==> config.mk <==
export PLATFORM = sky130hd
export DESIGN_NAME = update_knn4_topk_flat
export DESIGN_NICKNAME = d
export VERILOG_FILES = /design/src/rtl/update_knn4_topk_if.sv /design/src/rtl/update_knn4_topk.sv /design/src/flat_wrapper.sv
export SDC_FILE = /design/constraint.sdc
export NUM_CORES = 1
export LEC_CHECK = 0
export BUFFER_PORTS_ARGS = -buffer_cell sky130_fd_sc_hd__clkbuf_2
export CAP_MARGIN = 5
export CORE_ASPECT_RATIO = 0.75
export CORE_MARGIN = 2
export CORE_UTILIZATION = 55
export DETAILED_ROUTE_END_ITERATION = 6
export PLACE_DENSITY_LB_ADDON = 0.15
export SYNTH_ARGS = -nofsm -noshare
export SYNTH_HDL_FRONTEND = slang
export SYNTH_SLANG_ARGS = --single-unit
==> constraint.sdc <==
create_clock -name clk -period 3.5 [get_ports clk]
set_input_delay 0.525 -clock clk [delete_from_list [all_inputs] [get_ports clk]]
set_output_delay 0.525 -clock clk [all_outputs]
set_load 0.02 [all_outputs]
==> src/rtl/update_knn4_topk_if.sv <==
// rtl/update_knn4_topk_if.sv - candidate/dump stream bundle for update_knn4_topk (out_count only with UPDATE_KNN4_TOPK_CNT_EN)
interface update_knn4_topk_if #(
  parameter int DIST_WIDTH  = 32,
  parameter int LABEL_WIDTH = 4
);
  logic                   in_valid;
  logic                   in_ready;
  logic [DIST_WIDTH-1:0]  in_dist;
  logic [LABEL_WIDTH-1:0] in_label;
  logic                   in_last;
  logic                   out_valid;
  logic                   out_ready;
  logic [DIST_WIDTH-1:0]  out_dist;
  logic [LABEL_WIDTH-1:0] out_label;
  logic                   out_last;
`ifdef UPDATE_KNN4_TOPK_CNT_EN
  logic [15:0]            out_count;

  modport master (
    output in_valid, in_dist, in_label, in_last, out_ready,
    input  in_ready, out_valid, out_dist, out_label, out_last, out_count
  );
  modport slave (
    input  in_valid, in_dist, in_label, in_last, out_ready,
    output in_ready, out_valid, out_dist, out_label, out_last, out_count
  );
`else
  modport master (
    output in_valid, in_dist, in_label, in_last, out_ready,
    input  in_ready, out_valid, out_dist, out_label, out_last
  );
  modport slave (
    input  in_valid, in_dist, in_label, in_last, out_ready,
    output in_ready, out_valid, out_dist, out_label, out_last
  );
`endif
endinterface

==> src/rtl/update_knn4_topk.sv <==
// rtl/update_knn4_topk.sv - streaming K-smallest selector with sorted dump; UPDATE_KNN4_TOPK_CNT_EN adds out_count
module update_knn4_topk #(
  parameter int K           = 3,
  parameter int DIST_WIDTH  = 32,
  parameter int LABEL_WIDTH = 4
) (
  input  logic               clk,
  input  logic               reset_n,
  input  logic               clear,
  update_knn4_topk_if.slave  bus
);
  localparam int                    IDX_W      = (K > 1) ? $clog2(K) : 1;
  localparam logic [IDX_W-1:0]      IDX_LAST   = IDX_W'(K - 1);
  localparam logic [DIST_WIDTH-1:0] EMPTY_DIST = '1;

  typedef enum logic {ST_RUN, ST_DUMP} state_t;

  state_t                 state_q, state_d;
  logic [IDX_W-1:0]       idx_q, idx_d;
  logic [DIST_WIDTH-1:0]  dist_q  [K];
  logic [DIST_WIDTH-1:0]  dist_d  [K];
  logic [LABEL_WIDTH-1:0] label_q [K];
  logic [LABEL_WIDTH-1:0] label_d [K];
  logic [K-1:0]           lt;
  logic                   in_fire;
  logic                   out_fire;
`ifdef UPDATE_KNN4_TOPK_CNT_EN
  logic [15:0]            count_q, count_d;
`endif

  assign in_fire  = (state_q == ST_RUN) && bus.in_valid;
  assign out_fire = (state_q == ST_DUMP) && bus.out_ready;

  // Outputs come straight from state/slot registers through the idx mux.
  assign bus.in_ready  = (state_q == ST_RUN);
  assign bus.out_valid = (state_q == ST_DUMP);
  assign bus.out_dist  = dist_q[idx_q];
  assign bus.out_label = label_q[idx_q];
  assign bus.out_last  = (state_q == ST_DUMP) && (idx_q == IDX_LAST);
`ifdef UPDATE_KNN4_TOPK_CNT_EN
  assign bus.out_count = count_q;
`endif

  // Strict compare per slot; the list is sorted, so lt is a thermometer code and
  // an all-ones candidate never beats any slot.
  always_comb begin
    lt = '0;
    for (int i = 0; i < K; i++) lt[i] = bus.in_dist < dist_q[i];
  end

  // Next-state: clear beats everything, then insertion in RUN, then dump stepping.
  always_comb begin
    state_d = state_q;
    idx_d   = idx_q;
    for (int i = 0; i < K; i++) begin
      dist_d[i]  = dist_q[i];
      label_d[i] = label_q[i];
    end
`ifdef UPDATE_KNN4_TOPK_CNT_EN
    count_d = count_q;
`endif
    if (clear) begin
      state_d = ST_RUN;
      idx_d   = '0;
      for (int i = 0; i < K; i++) begin
        dist_d[i]  = EMPTY_DIST;
        label_d[i] = '0;
      end
`ifdef UPDATE_KNN4_TOPK_CNT_EN
      count_d = '0;
`endif
    end else if (in_fire) begin
      // Slots at/after the first winning slot shift down; the first takes the candidate.
      for (int i = K - 1; i >= 1; i--) begin
        if (lt[i]) begin
          if (lt[i-1]) begin
            dist_d[i]  = dist_q[i-1];
            label_d[i] = label_q[i-1];
          end else begin
            dist_d[i]  = bus.in_dist;
            label_d[i] = bus.in_label;
          end
        end
      end
      if (lt[0]) begin
        dist_d[0]  = bus.in_dist;
        label_d[0] = bus.in_label;
      end
`ifdef UPDATE_KNN4_TOPK_CNT_EN
      if (count_q != 16'hFFFF) count_d = count_q + 16'd1;
`endif
      if (bus.in_last) begin
        state_d = ST_DUMP;
        idx_d   = '0;
      end
    end else if (out_fire) begin
      if (idx_q == IDX_LAST) begin
        state_d = ST_RUN;
        idx_d   = '0;
        for (int i = 0; i < K; i++) begin
          dist_d[i]  = EMPTY_DIST;
          label_d[i] = '0;
        end
`ifdef UPDATE_KNN4_TOPK_CNT_EN
        count_d = '0;
`endif
      end else begin
        idx_d = idx_q + IDX_W'(1);
      end
    end
  end

  // State, index, list and counter registers.
  always_ff @(posedge clk or negedge reset_n) begin
    if (!reset_n) begin
      state_q <= ST_RUN;
      idx_q   <= '0;
      for (int i = 0; i < K; i++) begin
        dist_q[i]  <= EMPTY_DIST;
        label_q[i] <= '0;
      end
`ifdef UPDATE_KNN4_TOPK_CNT_EN
      count_q <= '0;
`endif
    end else begin
      state_q <= state_d;
      idx_q   <= idx_d;
      for (int i = 0; i < K; i++) begin
        dist_q[i]  <= dist_d[i];
        label_q[i] <= label_d[i];
      end
`ifdef UPDATE_KNN4_TOPK_CNT_EN
      count_q <= count_d;
`endif
    end
  end
endmodule

==> src/flat_wrapper.sv <==
// flat-port wrapper written by rule: the top's interface ports become plain ports
module update_knn4_topk_flat 
#(
  parameter int K           = 3,
  parameter int DIST_WIDTH  = 32,
  parameter int LABEL_WIDTH = 4
)
  (clk, reset_n, clear, bus_in_valid, bus_in_dist, bus_in_label, bus_in_last, bus_out_ready, bus_in_ready, bus_out_valid, bus_out_dist, bus_out_label, bus_out_last);
  update_knn4_topk_if #(.DIST_WIDTH(DIST_WIDTH), .LABEL_WIDTH(LABEL_WIDTH)) bus_i ();
  input  logic clk;
  input  logic reset_n;
  input  logic clear;
  input wire logic [$bits(bus_i.in_valid)-1:0] bus_in_valid;
  input wire logic [$bits(bus_i.in_dist)-1:0] bus_in_dist;
  input wire logic [$bits(bus_i.in_label)-1:0] bus_in_label;
  input wire logic [$bits(bus_i.in_last)-1:0] bus_in_last;
  input wire logic [$bits(bus_i.out_ready)-1:0] bus_out_ready;
  output wire logic [$bits(bus_i.in_ready)-1:0] bus_in_ready;
  output wire logic [$bits(bus_i.out_valid)-1:0] bus_out_valid;
  output wire logic [$bits(bus_i.out_dist)-1:0] bus_out_dist;
  output wire logic [$bits(bus_i.out_label)-1:0] bus_out_label;
  output wire logic [$bits(bus_i.out_last)-1:0] bus_out_last;
  assign bus_i.in_valid = bus_in_valid;
  assign bus_i.in_dist = bus_in_dist;
  assign bus_i.in_label = bus_in_label;
  assign bus_i.in_last = bus_in_last;
  assign bus_i.out_ready = bus_out_ready;
  assign bus_in_ready = bus_i.in_ready;
  assign bus_out_valid = bus_i.out_valid;
  assign bus_out_dist = bus_i.out_dist;
  assign bus_out_label = bus_i.out_label;
  assign bus_out_last = bus_i.out_last;
  update_knn4_topk #(.K(K), .DIST_WIDTH(DIST_WIDTH), .LABEL_WIDTH(LABEL_WIDTH)) u_core (.clk(clk), .reset_n(reset_n), .clear(clear), .bus(bus_i));
endmodule
==> out/results.tsv, run 1 <==
metric	value	unit
status	complete, no violations	
CTS tree	built	
hold slack final	328	ps
XOR/XNOR share of the synthesized area	0	%
Num CTS Buffers	9	
post-synthesis simple-gate area fraction	10.2	%
Clock Tree Root	clkbuf_16	
Slew @ Worst Pin	1010	ps
Post-Synth Adder-Cell Area	14.2	%
fmax	323	MHz
Ant. Diodes	0	
Rel. slew slack	32.7	%
post_cts resized	0	
critical path startpoint category	register	
CP max stage delay	580	ps
IO Count	81	
Hold Buf Count CTS	0	
Final Hold Viols	0	
type of the worst min-delay path	primary input to async pin	
overflow left after global routing	0	
placed cell count	1126	
Via Count	7217	
first-pass GRT wire length	37800	µm
Ys Warns	0	
min cycle time layout	3100	ps
Die X	145	µm
violation count after the first detailed-route iteration	455	
Seq/Total Area, Yosys	35.3	%
initial core utilization	56.5	%
clock skew	12.8	ps
number of setup violations in the final report	0	
Synthesized Nets	1007	
drt drc	0	
area of the core	14500	µm²
Syn Area/Cell	9.40	µm²
Critical Path RT	3780	ps
WL/cell	20.4	µm
vias in the first global route	7257	
synth unique cells	54	
num rows	38	
drt first pass iters	5	
slowest stage cell, crit path	dfstp_2	
setup TNS	0	ps
fin crit share	88.5	%
Worst-path clk slew	80	ps
Post-Syn Area	8200	µm²
Max FO, Critical Path	28	
mux contribution to synthesized area	8.79	%
WS Path Type	register to register	
Primary FF master, synth	dfstp_2	
Async SR Flop Fraction	100	%
routed wire length	23300	µm
most area-hungry cell type in the Yosys netlist	dfstp_2	
DP Wirelength	16000	µm
Layout Nets	1072	
total die area	15900	µm²
largest family of logic cells by synthesized area	compound AO/OA/AOI/OAI gates	
PnR Total Power	0.00345	W
R2R cell count	10	
Synth-to-Final Area Change	11.8	%
largest net degree at the start of global routing	77	
compound-cell area share of the yosys netlist	23.5	%
Global Route Usage Sum	30.0	%
maximum VDD drop	0.218	mV
number of port buffers	80	
CP arrival	3370	ps
Post-CTS Setup Inserts	0	
Area contributors post-synth	dfstp_2 (31%), ha_1 (14%), mux2i_1 (8.8%)	
Die Height	110	µm
#FFs+latches synth	111	
GPL Wtd Cong	0.917	
crit path capture type	register	
via/cell ratio	6.33	
post-synth top area share	30.8	%
CTS Sinks	111	
pins over their slew limit	0	
max_cap viols	0	
Leakage	4.85	nW
clk buf depth	2	
Post-Synthesis Cells	872	
H-tree levels	3	
most frequent cells in the layout	inv_1 (105), dfstp_2 (96), ha_1 (93), o21ai_0 (83), clkbuf_2 (79)	
Final Non-Filler Cells	1141	
most common cell after layout, fill and taps aside	inv_1	
Power Density	377	nW/µm²
initial antenna violation count	0	
final cell utilization of the core	63.2	%
post-route ant nets	0	
RSZ-0062 raised after global routing	no	
Post-synth EDFFs	0	
share of cells above drive strength 1	25.1	%
worst skew pair latency	360	ps
worst path cell trace	inv_1 > ha_1 > nand2_1 > nor3_1 > a21oi_1 > or4_4 > a2111oi_2 > nor4_4 > buf_4 > o22ai_1	
-- metal layers --
metal	vias to the layer above	share of wire [%]	track usage, %
met3	38	7.5	7.01
met4	0	1.8	10.0
met5	-	0	0
met1	3539	46	41.0
li1	3339	-	-
met2	301	45	47.5
-- sequential cells by signal (all words and copies together) (netlist names) --
register              cells
u_core.dist_q            96
u_core.label_q           12
u_core.idx_q              2
u_core.bus.out_valid      1
-- worst paths after layout --
path                                      to               from  slack [ps]
min in group clk             u_core.idx_q[1]              clear         400
max reg2reg                u_core.label_q[6]  u_core.dist_q[39]         400
min reg2reg                 u_core.dist_q[0]   u_core.dist_q[0]         480
max                        u_core.label_q[6]  u_core.dist_q[39]         400
max in group asynchronous  u_core.dist_q[82]            reset_n        2250
min                        u_core.label_q[8]            reset_n         330
-- area by class of cell --
type | count | area (µm²)
Fill cell | 1216 | 5330
Multi-Input combinational cell | 602 | 4680
Sequential cell | 111 | 2900
Timing Repair Buffer | 108 | 663
Inverter | 105 | 394
Tap cell | 200 | 250
Clock buffer | 11 | 233
Clock inverter | 4 | 47.5
-- synth_stat cells, drive strengths merged, types with 10 or more instances --
master / n
a32oi: 34
o21ai: 87
o22a: 32
a2bb2oi: 33
a21o: 12
mux2i: 72
inv: 105
nand3: 54
buf: 28
nor2: 14
dfrtp: 15
nand2: 60
nand4: 10
a21oi: 33
clkbuf: 26
ha: 93
dfstp: 96
-- critical path, delay by kind of cell, from the launching register on --
family | cells | cell delay (ps)
AO/OA/AOI/OAI | 3 | 920
adder cells (fa/ha/maj) | 1 | 280
buffers and inverters | 2 | 330
flip-flops | 1 | 580
AND/OR/NAND/NOR | 4 | 890
-- where the power goes --
group	leakage (nW)	switching (W)	internal, W
registers	1.21	0.0000814	0.00141
clock network	0.135	0.000483	0.000550
logic	3.50	0.000574	0.000354
total	4.85	0.00114	0.00231
-- cells by family (layout without fill, tap and decap cells) --
kind of cell	after synthesis	after routing
AND/OR/NAND/NOR	169	169
flip-flops	111	111
multiplexers	72	72
AO/OA/AOI/OAI	268	268
buffers and inverters	159	228
adder cells (fa/ha/maj)	93	93
-- stage by stage --
| stage | instance area, µm² | worst slack [ps] |
|---|---|---|
| 2_1_floorplan | 8200 | 839 |
| 3_3_place_gp | 8890 | 427 |
| 3_5_place_dp | 8890 | 325 |
| 4_1_cts | 9170 | 424 |
| 5_1_grt | 9170 | 302 |
| 6_report | 9170 | 402 |
No activity file was read; power rests on OpenSTA's default activity.
==> run 2: changes to the inputs <==
- RECOVER_POWER: default -> 100
==> out/results.tsv, run 2 (synthesized netlist as in run 1, its figures left out) <==
metric	value	unit	change
routed wire length	23200	µm	was 23,300 µm
via/cell ratio	6.32		was 6.33
Hold Buf Count CTS	0		unchanged
CP top delay family	simple AND/OR/NAND/NOR gates		was compound AO/OA/AOI/OAI gates
M3 GR Usage	7.01	%	unchanged
WL/cell	20.4	µm	about the same
maximum VDD drop	0.220	mV	was 0.218 mV
met1 usage	41.0	%	unchanged
pins over their slew limit	77		was 0
Worst Min Path Start	clear		
setup TNS	0	ps	unchanged
WS Path Type	register to register		unchanged
number of port buffers	80		unchanged
most flop-heavy register	u_core.dist_q		unchanged
Critical Path RT	3780	ps	about the same
multi-input logic area	4650	µm²	was 4680 µm²
max_cap viols	1		was 0
R2R cell count	10		unchanged
reg-to-reg critical path endpoint	u_core.dist_q[20]		was u_core.label_q[6]
initial antenna violation count	0		unchanged
CTS tree	built		unchanged
sequential cell area	2900	µm²	unchanged
dpl cell area	8890	µm²	unchanged
initial core utilization	56.5	%	unchanged
final cell utilization of the core	62.5	%	was 63.2%
Worst-path clk slew	80	ps	about the same
vias in the first global route	7257		unchanged
RSZ-0062 raised after global routing	no		unchanged
flop2flop setup slack	260	ps	was 400 ps
failing checks	max-capacitance violations, max-slew violations		
Global Route Usage Sum	30.0	%	unchanged
fmax	308	MHz	was 323 MHz
design area	9060	µm²	was 9170 µm²
CTS Sinks	111		unchanged
critical path startpoint category	register		unchanged
first-pass GRT wire length	37800	µm	unchanged
Leakage	4.73	nW	was 4.85 nW
H-tree levels	3		unchanged
hold slack final	400	ps	was 328 ps
num rows	38		unchanged
fin crit share	92.6	%	was 88.5%
clock skew	11.5	ps	was 12.8 ps
Ant. Diodes	0		unchanged
Post-CTS Setup Inserts	0		unchanged
share of cells above drive strength 1	20.2	%	was 25.1%
most frequent cells in the layout	inv_1 (105), dfstp_2 (94), ha_1 (93), o21ai_0 (84), mux2i_1 (72)		was inv_1 (105), dfstp_2 (96), ha_1 (93), o21ai_0 (83), clkbuf_2 (79)
Die Height	110	µm	unchanged
worst hold stages	2		
Top Usage Layer GRT	met2		unchanged
worst path cell trace	inv_1 > ha_1 > nand2_1 > nor3_1 > a21oi_1 > or4_1 > a211o_1 > clkbuf_2 > nand3_1 > a32oi_1		was inv_1 > ha_1 > nand2_1 > nor3_1 > a21oi_1 > or4_4 > a2111oi_2 > nor4_4 > buf_4 > o22ai_1
GPL Wtd Cong	0.917		unchanged
crit path from	u_core.dist_q[39]		unchanged
crit path capture type	register		unchanged
Clock Tree Root	clkbuf_16		unchanged
area of the core	14500	µm²	unchanged
number of setup violations in the final report	0		unchanged
post_cts resized	0		unchanged
placed cell count	1126		unchanged
DP Wirelength	16000	µm	unchanged
max reg flops	96		unchanged
total die area	15900	µm²	unchanged
clk buf depth	2		unchanged
Via Count	7214		was 7,217
Num CTS Buffers	9		unchanged
drt first pass iters	5		unchanged
most common cell after layout, fill and taps aside	inv_1		unchanged
violation count after the first detailed-route iteration	537		was 455
min cycle time layout	3240	ps	was 3100 ps
overflow left after global routing	0		unchanged
Buf+Inv Stages, Crit Path	2		unchanged
met2 usage in global routing	47.5	%	unchanged
Final Non-Filler Cells	1141		unchanged
R2R Path Start	u_core.dist_q[39]		unchanged
Fillers	1248		was 1,216
Slew @ Worst Pin	1990	ps	was 1010 ps
CP arrival	3520	ps	was 3370 ps
CP max stage delay	600	ps	was 580 ps
hold endpoint	u_core.idx_q[1]		
IO Count	81		unchanged
largest net degree at the start of global routing	77		unchanged
worst skew pair latency	360	ps	about the same
status	finished, violations left		was complete, no violations
Layout Nets	1072		unchanged
Die X	145	µm	unchanged
Rel. slew slack	-32.7	%	was 32.7%
Max FO, Critical Path	14		was 28
Synth-to-Final Area Change	10.5	%	was 11.8%
post-route ant nets	0		unchanged
biggest regs	u_core.dist_q: 96 flops, u_core.label_q: 12 flops, u_core.idx_q: 2 flops		unchanged
Power Density	378	nW/µm²	was 377 nW/µm²
Final Hold Viols	0		unchanged
type of the worst min-delay path	primary input to register		was primary input to async pin
slowest stage cell, crit path	dfstp_1		was dfstp_2
drt drc	0		unchanged
run 2: power breakdown:
| part | internal (W) | switching, W |
|---|---|---|
| Clock | 0.000550 | 0.000483 |
| Combinational | 0.000333 | 0.000568 |
| Sequential | 0.00141 | 0.0000808 |
run 2: worst max-delay path by stage:
| stage | endpoint | slack (ps) | depth (start not counted) |
|---|---|---|---|
| 2_1_floorplan | u_core.dist_q[43] | 840 | 10 |
| 3_3_place_gp | u_core.dist_q[50] | 430 | 10 |
| 3_5_place_dp | u_core.dist_q[50] | 320 | 10 |
| 4_1_cts | u_core.dist_q[48] | 420 | 10 |
| 5_1_grt | u_core.dist_q[13] | 160 | 10 |
| 6_report | u_core.dist_q[20] | 260 | 10 |
run 2: worst reg2reg max path, stage by stage (launching register included):
cell and delay (ps):
dfstp_1 600, inv_1 70, ha_1 280, nand2_1 80, nor3_1 220, a21oi_1 150, or4_1 560, a211o_1 570
clkbuf_2 340, nand3_1 160, a32oi_1 120
run 2: routing by layer:
metal	wire length, µm	up-vias
li1	-	3337
met1	10800	3549
met2	10300	291
met3	1670	37
met4	426	0
met5	0	-
run 2: final cells by class:
| type | count | area share (%) |
|---|---|---|
| multi-input combinational | 602 | 51.4 |
| inverter | 105 | 4.35 |
| sequential | 111 | 32.0 |
| timing repair buffer | 108 | 6.45 |
| tap | 200 | 2.76 |
| clock buffer | 11 | 2.57 |
| clock inverter | 4 | 0.525 |
run 2: per-stage QoR:
stage          total power [W]  setup slack (ps)
6_report               0.00342               258
5_1_grt                0.00359               165
4_1_cts                0.00347               424
3_5_place_dp           0.00242               325
3_3_place_gp           0.00239               427
2_1_floorplan          0.00208               839
